[src/rtl/uart_pkg.sv]
`default_nettype none
// ============================================================================
// Module   : uart_pkg
// Purpose  : Shared FSM encoding, bit-timing helper and frame-length constants
//            for the word-oriented UART transmitter.
//            Frame length depends on macro UART_PARITY_EN.
// Revision : 1.0 - initial release
// ============================================================================
package uart_pkg;

    localparam int unsigned c_state_w = 4;

    localparam logic [3:0] c_st_idle  = 4'd0;
    localparam logic [3:0] c_st_latch = 4'd1;
    localparam logic [3:0] c_st_req   = 4'd2;
    localparam logic [3:0] c_st_wait  = 4'd3;
    localparam logic [3:0] c_st_start = 4'd4;
    localparam logic [3:0] c_st_data  = 4'd5;
    localparam logic [3:0] c_st_par   = 4'd6;
    localparam logic [3:0] c_st_stop  = 4'd7;
    localparam logic [3:0] c_st_fin   = 4'd8;

    localparam int unsigned c_data_bits = 8;
`ifdef UART_PARITY_EN
    localparam int unsigned c_frame_bits = 11;
`else
    localparam int unsigned c_frame_bits = 10;
`endif

    function automatic int unsigned calc_clks_per_bit(input int unsigned clk_freq,
                                                      input int unsigned baud);
        return clk_freq / baud;
    endfunction

endpackage
`default_nettype wire

[src/rtl/uart_baud_tick.sv]
`default_nettype none
// ============================================================================
// Module   : uart_baud_tick
// Purpose  : Free-running bit-period counter with a one-cycle tick on the last
//            clock of each bit; restart forces the count back to zero.
// Revision : 1.0 - initial release
// ============================================================================
module uart_baud_tick #(
    parameter int unsigned CLKS_PER_BIT = 234
) (
    input  logic clk,
    input  logic reset,
    input  logic i_restart,
    output logic o_tick
);

    localparam int unsigned c_cnt_w = (CLKS_PER_BIT > 1) ? $clog2(CLKS_PER_BIT) : 1;
    localparam logic [c_cnt_w-1:0] c_last = c_cnt_w'(CLKS_PER_BIT - 1);

    logic [c_cnt_w-1:0] r_cnt;

    always_ff @(posedge clk or posedge reset) begin
        if (reset) begin
            r_cnt <= '0;
        end else if (i_restart || (r_cnt == c_last)) begin
            r_cnt <= '0;
        end else begin
            r_cnt <= r_cnt + 1'b1;
        end
    end

    assign o_tick = (r_cnt == c_last);

endmodule
`default_nettype wire

[src/rtl/uart_word_tx.sv]
`default_nettype none
// ============================================================================
// Module   : uart_word_tx
// Purpose  : Reads 16-bit words from an upstream buffer and sends each as two
//            8N1 frames (high byte first). Even parity enabled by UART_PARITY_EN.
// Revision : 1.0 - initial release
// ============================================================================
module uart_word_tx
    import uart_pkg::*;
#(
    parameter int unsigned CLK_FREQ = 27000000,
    parameter int unsigned BAUD     = 115200,
    parameter int unsigned SETTLE   = 4
) (
    input  logic        clk,
    input  logic        reset,
    input  logic        rd_en,
    input  logic [15:0] data_in,
    input  logic        ended,
    output logic        rd_clk,
    output logic        tx,
    output logic        busy,
    output logic        done
);

    localparam int unsigned c_clks_per_bit = calc_clks_per_bit(CLK_FREQ, BAUD);
    localparam int unsigned c_settle_w     = (SETTLE > 1) ? $clog2(SETTLE) : 1;
    localparam logic [c_settle_w-1:0] c_settle_last = c_settle_w'(SETTLE - 1);

    logic [c_state_w-1:0]  r_state;
    logic [15:0]           r_shadow;
    logic                  r_last;
    logic                  r_byte_idx;
    logic [2:0]            r_bit_idx;
    logic [c_settle_w-1:0] r_settle;
    logic                  r_tx;
    logic                  r_rd_clk;
    logic                  r_busy;
    logic                  r_done;

    logic                  w_tick;
    logic [7:0]            w_byte;
    logic                  w_tx_state;
    logic                  w_busy_state;

    uart_baud_tick #(
        .CLKS_PER_BIT (c_clks_per_bit)
    ) u_baud_tick (
        .clk       (clk),
        .reset     (reset),
        .i_restart (r_state == c_st_req),
        .o_tick    (w_tick)
    );

    assign w_byte = r_byte_idx ? r_shadow[7:0] : r_shadow[15:8];

    always_comb begin
        w_tx_state = 1'b1;
        case (r_state)
            c_st_start: w_tx_state = 1'b0;
            c_st_data:  w_tx_state = w_byte[r_bit_idx];
            c_st_par:   w_tx_state = ^w_byte;
            default:    w_tx_state = 1'b1;
        endcase
    end

    assign w_busy_state = (r_state == c_st_latch) || (r_state == c_st_req)  ||
                          (r_state == c_st_start) || (r_state == c_st_data) ||
                          (r_state == c_st_par)   || (r_state == c_st_stop);

    // Outputs are registered from the current state, so the whole line trails
    // the FSM by one clock uniformly and every bit keeps its full width.
    always_ff @(posedge clk or posedge reset) begin
        if (reset) begin
            r_state    <= c_st_idle;
            r_shadow   <= '0;
            r_last     <= 1'b0;
            r_byte_idx <= 1'b0;
            r_bit_idx  <= '0;
            r_settle   <= '0;
            r_tx       <= 1'b1;
            r_rd_clk   <= 1'b0;
            r_busy     <= 1'b0;
            r_done     <= 1'b0;
        end else begin
            r_rd_clk <= (r_state == c_st_req);
            r_busy   <= w_busy_state;
            r_tx     <= w_tx_state;
            r_settle <= '0;
            case (r_state)
                c_st_idle: begin
                    if (rd_en && !r_done) r_state <= c_st_latch;
                end
                c_st_latch: begin
                    r_shadow   <= data_in;
                    r_last     <= ended;
                    r_byte_idx <= 1'b0;
                    r_state    <= c_st_req;
                end
                c_st_req: begin
                    r_bit_idx <= '0;
                    r_state   <= c_st_start;
                end
                c_st_start: begin
                    if (w_tick) begin
                        r_bit_idx <= '0;
                        r_state   <= c_st_data;
                    end
                end
                c_st_data: begin
                    if (w_tick) begin
                        if (r_bit_idx == 3'd7) begin
`ifdef UART_PARITY_EN
                            r_state <= c_st_par;
`else
                            r_state <= c_st_stop;
`endif
                        end else begin
                            r_bit_idx <= r_bit_idx + 3'd1;
                        end
                    end
                end
                c_st_par: begin
                    if (w_tick) r_state <= c_st_stop;
                end
                c_st_stop: begin
                    if (w_tick) begin
                        if (!r_byte_idx) begin
                            r_byte_idx <= 1'b1;
                            r_state    <= c_st_start;
                        end else if (r_last) begin
                            r_state <= c_st_fin;
                        end else begin
                            r_state <= c_st_wait;
                        end
                    end
                end
                c_st_wait: begin
                    if (r_settle == c_settle_last) begin
                        r_state <= rd_en ? c_st_latch : c_st_idle;
                    end else begin
                        r_settle <= r_settle + 1'b1;
                    end
                end
                c_st_fin: begin
                    r_done  <= 1'b1;
                    r_state <= c_st_idle;
                end
                default: r_state <= c_st_idle;
            endcase
        end
    end

    assign rd_clk = r_rd_clk;
    assign tx     = r_tx;
    assign busy   = r_busy;
    assign done   = r_done;

endmodule
`default_nettype wire

[config.mk]
export PLATFORM = sky130hd
export DESIGN_NAME = uart_word_tx
export DESIGN_NICKNAME = d
export VERILOG_FILES = /design/src/rtl/uart_pkg.sv /design/src/rtl/uart_baud_tick.sv /design/src/rtl/uart_word_tx.sv
export SDC_FILE = /design/constraint.sdc
export NUM_CORES = 1
export LEC_CHECK = 0
export CORE_MARGIN = 8
export CORE_UTILIZATION = 48
export DETAILED_ROUTE_END_ITERATION = 7
export PLACE_DENSITY = 0.69
export SYNTH_ARGS = -nofsm -noshare
export SYNTH_HDL_FRONTEND = slang
export SYNTH_SLANG_ARGS = --single-unit
[constraint.sdc]
create_clock -name clk -period 2.26 [get_ports clk]
set_input_delay 0.452 -clock clk [delete_from_list [all_inputs] [get_ports clk]]
set_output_delay 0.452 -clock clk [all_outputs]
set_load 0.02 [all_outputs]
## After elaboration in Yosys (flattened, before gate mapping)

Cells that the tools add are included.

- Register bits: 39
- Input bits: 20
- Output and inout bits: 4
- Word-level logic and storage cells: 73

- Add/sub/neg operators: 3
- $lt $le $gt $ge: 1
- Equality and inequality tests: 19
- Mux-type cells: 24
- Reduce and logical (&&, ||, !) cells: 15

Operator list:

| cell | number |
|---|---|
| $mux 4 | 9 |
| $pmux 4 s8 | 1 |
| $eq 4x3->1 const B | 4 |
| $mux 8 | 2 |
| $ne 2x1->1 const B | 5 |
| $mux 3 | 3 |
| $pmux 3 s3 | 1 |
| $add 8x1->8 const B | 1 |
| $eq 4x2->1 const B | 2 |
| $eq 8x8->1 const B | 1 |
| $reduce_xor 8->1 | 1 |
| $reduce_and 7->1 | 1 |
| $logic_or 1x1->1 | 6 |
| $ne 2x2->1 const B | 3 |
| $eq 4x1->1 const B | 1 |
| $eq 4x4->1 const B | 1 |
| $logic_not 4->1 | 1 |
| $lt 3x4->1 const B | 1 |
| $mux 2 | 2 |
| $reduce_and 4->1 | 1 |
| $add 3x1->3 const B | 1 |
| $bmux 1 s3 | 1 |
| $eq 3x3->1 const B | 1 |
| $mux 1 | 3 |
| 9 further kinds | 9 |

## Depth between registers and ports, before layout

Gate-level depths: netlist of run 1.

- Depth after elaboration: 6
- Gate-level depth with buffers: 7
- Mapped depth without buffers: 7

## Hierarchy

Synthesis of run 1 repeated with hierarchy kept, for this count alone.

- Cell total of the unflattened synthesis: 183
- Area total of the unflattened synthesis: 2093.3 um^2

By module, submodules not included:

| module | instances | seq. area each (um^2) | cells each | area each (um^2) |
|---|---|---|---|---|
| uart_word_tx | 1 | 777.0 | 141 | 1664.1 |
| uart_baud_tick | 1 | 200.2 | 42 | 429.2 |

## Worst setup path before layout of run 1

OpenSTA, ideal clock, no wires.

- Path kind: reg-to-reg
- Start point: register r_state[2]
- End point: register r_bit_idx[0]
- Path slack: 496 ps
- Required time: 2135 ps
- Arrival: 1639 ps
- Cell stages (with the launch flop): 7
- Period minus slack after synthesis: 1764 ps
- Setup time: 125 ps
- Path buffers: 1
- Cells stage by stage: dfrtp_1 > buf_6 > or4b_4 > o21ai_4 > nand3b_4 > a21o_1 > mux2_4

- Longest elaborated chain between the ends: 3
- Elaborated cells between the ends (all ways): 9
- Classes of those cells: eq/ne: 6; mux: 1; reduce/logical: 2

Ends and longest elaborated chain:

| what | RTL line | RTL |
|---|---|---|
| start: declaration | uart_word_tx.sv:30 | `logic [c_state_w-1:0] r_state;` |
| start signal: assignment | uart_word_tx.sv:75 | `r_state <= c_st_idle;` |
| start signal: assignment | uart_word_tx.sv:92 | `if (rd_en && !r_done) r_state <= c_st_latch;` |
| start signal: assignment | uart_word_tx.sv:98 | `r_state <= c_st_req;` |
| $eq 4x3->1 / $eq 4x2->1 (equally long branches) | uart_word_tx.sv:90 | `case (r_state)` |
| $ne 2x2->1 (no source line) (tied with other cells) | -- |  |
| $reduce_and 4->1 (no source line) | -- |  |
| end signal: assignment | uart_word_tx.sv:119 | `r_bit_idx <= r_bit_idx + 3'd1;` |
| end: declaration | uart_word_tx.sv:34 | `logic [2:0] r_bit_idx;` |

Parallel ways exist; a longest one is shown, timed or not.
A chain may end at the register's enable or synchronous reset.

## Worst setup path after layout of run 1

- Start point: register r_bit_idx[1]
- End point: register r_state[0]

- Longest elaborated chain between the ends: 3

Ends and longest elaborated chain:

| what | RTL line | RTL |
|---|---|---|
| $eq 3x3->1 | uart_word_tx.sv:112 | `if (r_bit_idx == 3'd7) begin` |
| $ne 2x1->1 (no source line) | -- |  |
| $reduce_and 7->1 (no source line) | -- |  |
| end signal: assignment | uart_word_tx.sv:107 | `r_state <= c_st_data;` |
| end signal: assignment | uart_word_tx.sv:116 | `r_state <= c_st_stop;` |
| end signal: assignment | uart_word_tx.sv:124 | `if (w_tick) r_state <= c_st_stop;` |

No other way between the ends.

==> impl_metrics.tcl, run 1 <==
set metrics [dict create \
    whs_ns 0.440 \
    drive_gt1_frac 0.203 \
    startpoint_type "flop" \
    wl_um 4010 \
    yosys_warnings 0 \
    vdd_ir_drop_max_v 0.000429 \
    portBuffers 23 \
    die_x_um 81.6 \
    ys_ff_latch 39 \
    row_count 24 \
    ys.flop_type "dfrtp_1" \
    rsz0062_at_grt "false" \
    nets 231 \
    place_congestion 0.832 \
    drt_iter0_markers 100 \
    p_total_w 0.00242 \
    worst-path-max-fanout 6 \
    placed_area_sq_mm 0.00237 \
    arrival_ns 2.16 \
    clock_latency_ns 0.29 \
    numCtsBuffers 5 \
    run_status "completed" \
    synth_top_area_frac 0.460 \
    die_h_um 81.6 \
    hold_path.class "reg2reg" \
    leakagePower_nw 1.09 \
    finalCriticalPeriod_ns 1.98 \
    synth_nets 201 \
    ios 24 \
    overflow 0 \
    ctsResizeCount 0 \
    dieArea_sq_mm 0.00666 \
    yosysTopAreaCell "dfrtp_1" \
    powerDensity_mw_per_mm2 986 \
    grt_pass1_vias 1528 \
    final_hold_viol_count 0 \
    setup_viol 0 \
    netlist_area_sq_mm 0.00207 \
    slew_viol_final 0 \
    grt_max_degree 40 \
    synthArstFlopShare 1.00 \
    drc 0 \
    crit_path_end_kind "flop" \
    worst_slew_pin_slew_ns 0.492 \
    ys_types 45 \
    timing.fmax_ghz 0.505 \
    worstSetupPathType "reg2reg" \
    cts.sinks 39 \
    fillers 378 \
    clk_path_buf_depth 2 \
    path_clk_slew_ns 0.08 \
    reg2regPathDepth 7 \
    fin_area_sq_mm 0.00245 \
    cts_max_level 2 \
    grt_pass1_wl_um 6950 \
    vias 1419 \
    area_growth_pct 18.7 \
    antenna_found_initial 0 \
    post_cts_buffers 0 \
    fp.coreArea_sq_mm 0.00426 \
    drv_cap 0 \
    synthTopCellsByCount "dfrtp_1, mux2_2, nor2_1, xor2_1, nand2_1" \
    synth-edff-count 0 \
    grt_use_total 0.134 \
    initial_core_util 0.484 \
    cts_hold_buf 0 \
    wl_per_cell_um 15.5 \
    syn_inst 176 \
    diodes 0 \
    setup-tns-final_ns 0 \
    yosys.cell_count.top_type "dfrtp_1" \
    hpwl_um 2910 \
    dr.pass1.iters 4 \
    cts_root_buffer "clkbuf_8" \
    period_share 0.876 \
    viasPerCell 5.48 \
    ys_seq_area_frac 0.473 \
    relSlewSlack 0.672 \
    critical_path_required_ns 2.44 \
    syn_area_per_cell_sq_um 11.7 \
    hold_depth 1 \
    cts_tree "yes" \
    ys_top_cells_by_area "dfrtp_1, mux2_2, xor2_1" \
    ant_nets 0 \
    finClkSkew_ns 0.00610 \
]
metal layers:
metal / vias to the layer above / global-route usage / share of wire
li1: 682 / - / -
met1: 689 / 0.160 / 0.44
met2: 35 / 0.218 / 0.49
met3: 13 / 0.0328 / 0.039
met4: 0 / 0.0737 / 0.031
met5: - / 0 / 0
layout by cell type (no fill, tap or decap), types with 2 or more instances in the layout:
| cell type | instances |
|---|---|
| a21o_1 | 2 |
| nor4_1 | 2 |
| nand3_1 | 6 |
| clkbuf_1 | 2 |
| xor2_1 | 12 |
| dfrtp_1 | 38 |
| xnor2_1 | 4 |
| buf_4 | 7 |
| clkdlybuf4s50_1 | 23 |
| a31oi_1 | 2 |
| nand2b_1 | 5 |
| a22o_1 | 2 |
| ha_1 | 5 |
| mux2i_1 | 7 |
| nand2_1 | 8 |
| mux2_2 | 18 |
| mux4_2 | 3 |
| and3_1 | 2 |
| o21ai_0 | 4 |
| a21oi_1 | 4 |
| inv_1 | 6 |
| clkbuf_8 | 5 |
| nor2_1 | 16 |
power breakdown:
| part | leakage, nW | internal, W | switching (W) |
|---|---|---|---|
| combinational | 0.559 | 0.000465 | 0.000396 |
| clock | 0.0422 | 0.000217 | 0.000234 |
| sequential | 0.488 | 0.000910 | 0.000195 |
kinds of logic after synthesis:
family | share of synthesized area
xor gates and xnor gates | 0.0678
and+or+nand+nor | 0.148
adders and majority gates | 0.0303
AOI/OAI and AO/OA | 0.0763
buffers and inverters | 0.0321
DFF | 0.473
muxes | 0.172
sequential cells by signal, indices dropped and copies added, names as in the netlist:
register           cells
r_byte_idx             1
u_baud_tick.r_cnt      8
r_shadow              16
r_last                 1
busy                   1
tx                     1
r_state                4
done                   1
rd_clk                 1
r_bit_idx              3
r_settle               2
path summary, 6_finish.rpt:
kind | start | endpoint | slack (ns)
min in group asynchronous | reset | r_shadow[13] | 0.58
worst max-delay path | r_bit_idx[1] | r_state[0] | 0.28
worst max register to register | r_bit_idx[1] | r_state[0] | 0.28
worst min-delay path | r_settle[0] | r_settle[0] | 0.44
worst min register to register | r_settle[0] | r_settle[0] | 0.44
max in group asynchronous | reset | tx | 1.32
critical path: stages, from the launching register on:
cell       delay (ns)
dfrtp_1          0.44
ha_1             0.21
ha_1             0.23
nor3b_1          0.21
nor3_1           0.07
o211ai_1         0.39
a2111oi_0        0.13
a21o_1           0.19
metrics by stage:
stage	setup WS, ns	util	cells
2_1_floorplan	0.496	-	176
3_3_place_gp	0.409	0.556	251
3_5_place_dp	0.310	0.556	251
4_1_cts	0.290	0.575	259
5_1_grt	0.0858	0.575	259
6_report	0.281	0.575	259
layout make-up:
type | count | area [sq um] | area share
multi-input combinational | 124 | 1020 | 0.417
inverter | 6 | 22.5 | 0.00919
tap | 52 | 65.1 | 0.0265
sequential | 39 | 977 | 0.399
timing repair buffer | 30 | 283 | 0.115
clock inverter | 1 | 5.00 | 0.00204
clock buffer | 7 | 76.3 | 0.0311
No activity file was read; power rests on OpenSTA's default activity.
==> run 2, diff against run 1 <==
--- a/config.mk
+++ b/config.mk
@@ -5,7 +5,7 @@
 export SDC_FILE = /design/constraint.sdc
 export NUM_CORES = 1
 export LEC_CHECK = 0
-export CORE_MARGIN = 8
+export CAP_MARGIN = 15
 export CORE_UTILIZATION = 48
 export DETAILED_ROUTE_END_ITERATION = 7
 export PLACE_DENSITY = 0.69
==> run 2 against run 1 <==
Combinational power about the same. Die area fell by 31%. Non-clock buffer count is the same. Final area fell by 0.10%. Sequential power about the same. Clock-buffer cell count stayed put. Hold slack got worse by 0.0029 ns. First-iteration DRC count fell by 38%. Flip-flop and latch count did not move. Global-route usage rose by 6.3 points. Final cell count decreased by 0.77%. Highest routed layer unchanged.
==> impl_metrics.tcl, run 2 (synthesis results as in run 1) <==
set metrics [dict create \
    cts_max_level 2 \
    cp_cell_sequence "ha_1 > ha_1 > nor3b_1 > nor3_1 > o211ai_1 > a2111oi_0 > a21o_1" \
    largest_reg_flops 16 \
    slowest_stage "dfrtp_1" \
    final_cell_mix "dfrtp_1, clkdlybuf4s50_1, mux2_2" \
    ios 24 \
    clock_latency_ns 0.29 \
    path_clk_slew_ns 0.07 \
    cpPeakStageDelay_ns 0.44 \
    period_share 0.865 \
    cts_tree "yes" \
    cts.sinks 39 \
    top_register "r_shadow" \
    slew_viol_final 0 \
    vias 1414 \
    layout_commonest_cell "dfrtp_1" \
    r2r_end "r_state[0]" \
    drc 0 \
    hold_depth 1 \
    final_hold_viol_count 0 \
    dr.pass1.iters 6 \
    worst-path-max-fanout 6 \
    run_status "completed" \
    cts_root_buffer "clkbuf_8" \
    setup-tns-final_ns 0 \
    path_depth 7 \
    place_congestion 0.843 \
    drt_iter0_markers 62 \
    relSlewSlack 0.669 \
    grt_pass1_wl_um 6590 \
    ant_nets 0 \
    leakagePower_nw 1.09 \
    r2r_slack_ns 0.31 \
    stdcell_count 257 \
    startpoint_type "flop" \
    hpwl_um 2720 \
    critPathTopFamily "compound AO/OA/AOI/OAI gates" \
    wl_um 3710 \
    reg2reg_from "r_bit_idx[1]" \
    hold_path.class "reg2reg" \
    crit_path_end_kind "flop" \
    hold-path-endpoint "r_settle[0]" \
    ctsResizeCount 0 \
    grt_pass1_vias 1442 \
    initial_core_util 0.509 \
    drive_gt1_frac 0.203 \
    hp-start "r_settle[0]" \
    reg_top3 "r_shadow: 16 flops, u_baud_tick.r_cnt: 8 flops, r_state: 4 flops" \
    critical_path_required_ns 2.44 \
    path_buf_inv 0 \
    grt_max_degree 40 \
    cts_hold_buf 0 \
    reg2regPathDepth 7 \
    fin_area_sq_mm 0.00245 \
    row_count 23 \
    vdd_ir_drop_max_v 0.000501 \
    powerDensity_mw_per_mm2 980 \
    worstSetupPathType "reg2reg" \
    die_h_um 67.6 \
    placed_area_sq_mm 0.00237 \
    antenna_found_initial 0 \
    rsz0062_at_grt "false" \
    dieArea_sq_mm 0.00457 \
    viasPerCell 5.50 \
    finalCriticalPeriod_ns 1.95 \
    diodes 0 \
    place_inst 249 \
    utilization 0.603 \
    fillers 329 \
    cp_common_cell "ha_1" \
    grt_use_total 0.197 \
    clk_path_buf_depth 2 \
    fin_ws_ns 0.305 \
    arrival_ns 2.14 \
    fp.coreArea_sq_mm 0.00406 \
    worst_slew_pin_slew_ns 0.497 \
    dp_slack_ns 0.314 \
    wl_per_cell_um 14.4 \
    post_cts_buffers 0 \
    drv_cap 0 \
    finClkSkew_ns 0.00476 \
    overflow 0 \
    portBuffers 23 \
    timing.fmax_ghz 0.512 \
    area_growth_pct 18.5 \
    nets 231 \
    setup_viol 0 \
    die_x_um 67.6 \
    numCtsBuffers 5 \
]
[run 2: worst max-delay path by stage]
stage / slack [ns] / to / from
CTS: 0.32 / r_state[0] / r_bit_idx[1]
global route: 0.17 / r_state[0] / r_bit_idx[1]
finish: 0.31 / r_state[0] / r_bit_idx[1]
detailed placement: 0.31 / r_state[0] / r_bit_idx[1]
global placement: 0.41 / r_state[0] / r_bit_idx[1]
floorplan: 0.50 / r_bit_idx[0] / r_state[2]
[run 2: power by group]
part	internal, W	switching, W
registers	0.000910	0.000181
logic	0.000465	0.000395
clock network	0.000216	0.000231
[run 2: stage by stage]
| step | hold slack (ns) | total power [W] |
|---|---|---|
| 2_1_floorplan | 0.409 | 0.00175 |
| 3_3_place_gp | 0.426 | 0.00193 |
| 3_5_place_dp | 0.427 | 0.00197 |
| 4_1_cts | 0.437 | 0.00243 |
| 5_1_grt | 0.451 | 0.00260 |
| 6_report | 0.437 | 0.00240 |
[run 2: routing by layer]
layer	up-vias	share of wire	GRT usage
met5	-	0	0
met2	31	0.50	0.338
li1	691	-	-
met4	0	0.012	0.0638
met1	685	0.45	0.235
met3	7	0.037	0.0557
[run 2: cell type report]
| type | instances | area [sq um] | area share |
|---|---|---|---|
| timing repair buffer | 30 | 283 | 0.115 |
| inverter | 6 | 22.5 | 0.00920 |
| clock inverter | 1 | 5.00 | 0.00204 |
| clock buffer | 7 | 76.3 | 0.0312 |
| tap | 50 | 62.6 | 0.0255 |
| sequential | 39 | 977 | 0.399 |
| multi-input combinational | 124 | 1020 | 0.417 |
==> run 3, diff against run 2 <==
--- a/config.mk
+++ b/config.mk
@@ -9,6 +9,7 @@
 export CORE_UTILIZATION = 48
 export DETAILED_ROUTE_END_ITERATION = 7
 export PLACE_DENSITY = 0.69
+export SETUP_SLACK_MARGIN = 0.2
 export SYNTH_ARGS = -nofsm -noshare
 export SYNTH_HDL_FRONTEND = slang
 export SYNTH_SLANG_ARGS = --single-unit
==> run 3 against run 2 <==
Critical path type unchanged. Clock-buffer cell count is the same. Combinational power is essentially flat. Wire length grew 1.2%. Critical endpoint unchanged. First-iteration DRC count grew 24%. Global-route usage is the same. Hold slack is essentially flat. Setup slack gained 0.021 ns. Largest power group unchanged. Clock power is essentially flat.
==> impl_metrics.tcl, run 3 (synthesis results as in run 1) <==
set metrics [dict create \
    fin_ws_ns 0.326 \
    period_share 0.856 \
    worst_slew_pin_slew_ns 0.495 \
    clk_path_buf_depth 2 \
    ant_nets 0 \
    area_growth_pct 19.0 \
    grt_use_total 0.197 \
    relSlewSlack 0.670 \
    slew_viol_final 0 \
    finalCriticalPeriod_ns 1.93 \
    clock_latency_ns 0.29 \
    nets 232 \
    placed_area_sq_mm 0.00237 \
    r2r_end "r_state[0]" \
    startpoint_type "flop" \
    cts_tree "yes" \
    cts_max_level 2 \
    wl_per_cell_um 14.5 \
    row_count 23 \
    arrival_ns 2.12 \
    diodes 0 \
    drc 0 \
    portBuffers 23 \
    crit_path_end_kind "flop" \
    reg2reg_from "r_bit_idx[1]" \
    leakagePower_nw 1.09 \
    path_clk_slew_ns 0.07 \
    numCtsBuffers 5 \
    timing.fmax_ghz 0.517 \
    grtUsageMet2 0.338 \
    rsz0062_at_grt "false" \
    critical_path_required_ns 2.44 \
    r2r_slack_ns 0.33 \
    dp_slack_ns 0.314 \
    worstSetupPathType "reg2reg" \
    vdd_ir_drop_max_v 0.000501 \
    cts_root_buffer "clkbuf_8" \
    grt.met1_usage 0.235 \
    worstSetupEndpoint "r_state[0]" \
    hpwl_um 2720 \
    fp.coreArea_sq_mm 0.00406 \
    dieArea_sq_mm 0.00457 \
    grt_pass1_wl_um 6590 \
    initial_core_util 0.509 \
    reg2regPathDepth 7 \
    wl_um 3750 \
    final_hold_viol_count 0 \
    vias 1414 \
    hold_path.class "reg2reg" \
    drv_cap 0 \
    grt_pass1_vias 1442 \
    gr-usage-met3 0.0557 \
    p_total_w 0.00240 \
    cp-startpoint "r_bit_idx[1]" \
    place_congestion 0.843 \
    worst-path-max-fanout 6 \
    fillers 326 \
    setup_viol 0 \
    setup-tns-final_ns 0 \
    layout_commonest_cell "dfrtp_1" \
    reg_top3 "r_shadow: 16 flops, u_baud_tick.r_cnt: 8 flops, r_state: 4 flops" \
    ios 24 \
    grt_max_degree 40 \
    run_status "completed" \
    die_h_um 67.6 \
    whs_ns 0.437 \
    final_cell_mix "dfrtp_1, clkdlybuf4s50_1, mux2_2" \
    cts.sinks 39 \
    drive_gt1_frac 0.207 \
    powerDensity_mw_per_mm2 977 \
    antenna_found_initial 0 \
    overflow 0 \
    viasPerCell 5.48 \
    dr.pass1.iters 4 \
    die_x_um 67.6 \
    top_usage_layer "met2" \
    largest_reg_flops 16 \
    top_register "r_shadow" \
    finClkSkew_ns 0.00509 \
    drt_iter0_markers 77 \
    fin_area_sq_mm 0.00246 \
]
## run 3: changes by cell type in the layout (fill, tap and decap cells not counted), sizes merged
cell  change
buf       +1
## run 3: per-layer routing
layer  vias to the layer above  share of wire
li1                        692              -
met1                       677           0.44
met2                        41           0.51
met3                         4          0.046
met4                         0         0.0056
met5                         -              0
## run 3: report_power, final
group | leakage (nW) | internal, W | total, W | switching (W)
sequential | 0.488 | 0.000910 | 0.00109 | 0.000180
combinational | 0.563 | 0.000465 | 0.000861 | 0.000396
clock | 0.0422 | 0.000216 | 0.000449 | 0.000232
total | 1.09 | 0.00159 | 0.00240 | 0.000809
## run 3: worst max-delay path, cell delays in order (launching register included)
cell,delay (ns)
dfrtp_1,0.44
ha_1,0.21
ha_1,0.23
nor3b_1,0.20
nor3_1,0.07
o211ai_1,0.41
a2111oi_1,0.10
a21o_1,0.18
## run 3: cell type report
| type | instances | area (sq um) | area share |
|---|---|---|---|
| timing repair buffer | 31 | 290 | 0.118 |
| inverter | 6 | 22.5 | 0.00916 |
| sequential | 39 | 977 | 0.398 |
| clock buffer | 7 | 76.3 | 0.0311 |
| tap | 50 | 62.6 | 0.0255 |
| multi-input combinational | 124 | 1020 | 0.416 |
| clock inverter | 1 | 5.00 | 0.00204 |
## run 3: how the worst min path moves through the flow
stage	depth (start not counted)	slack [ns]	startpoint	end
2_1_floorplan	1	0.41	r_settle[0]	r_settle[0]
3_3_place_gp	1	0.43	r_settle[0]	r_settle[0]
3_5_place_dp	1	0.43	r_settle[0]	r_settle[0]
4_1_cts	1	0.44	r_settle[0]	r_settle[0]
5_1_grt	1	0.45	r_settle[0]	r_settle[0]
6_report	1	0.44	r_settle[0]	r_settle[0]
## run 3: timing repair
| action | CTS | global route |
|---|---|---|
| hold buffers | 0 | 0 |
| setup endpoints to repair | 0 | 1 |
| gates resized for setup | 0 | 1 |
| setup buffers | 0 | 1 |
## run 3: stage by stage
step	utilization	instances
floorplan	-	176
global placement	0.583	249
detailed placement	0.583	249
CTS	0.603	257
global route	0.606	258
finish	0.606	258
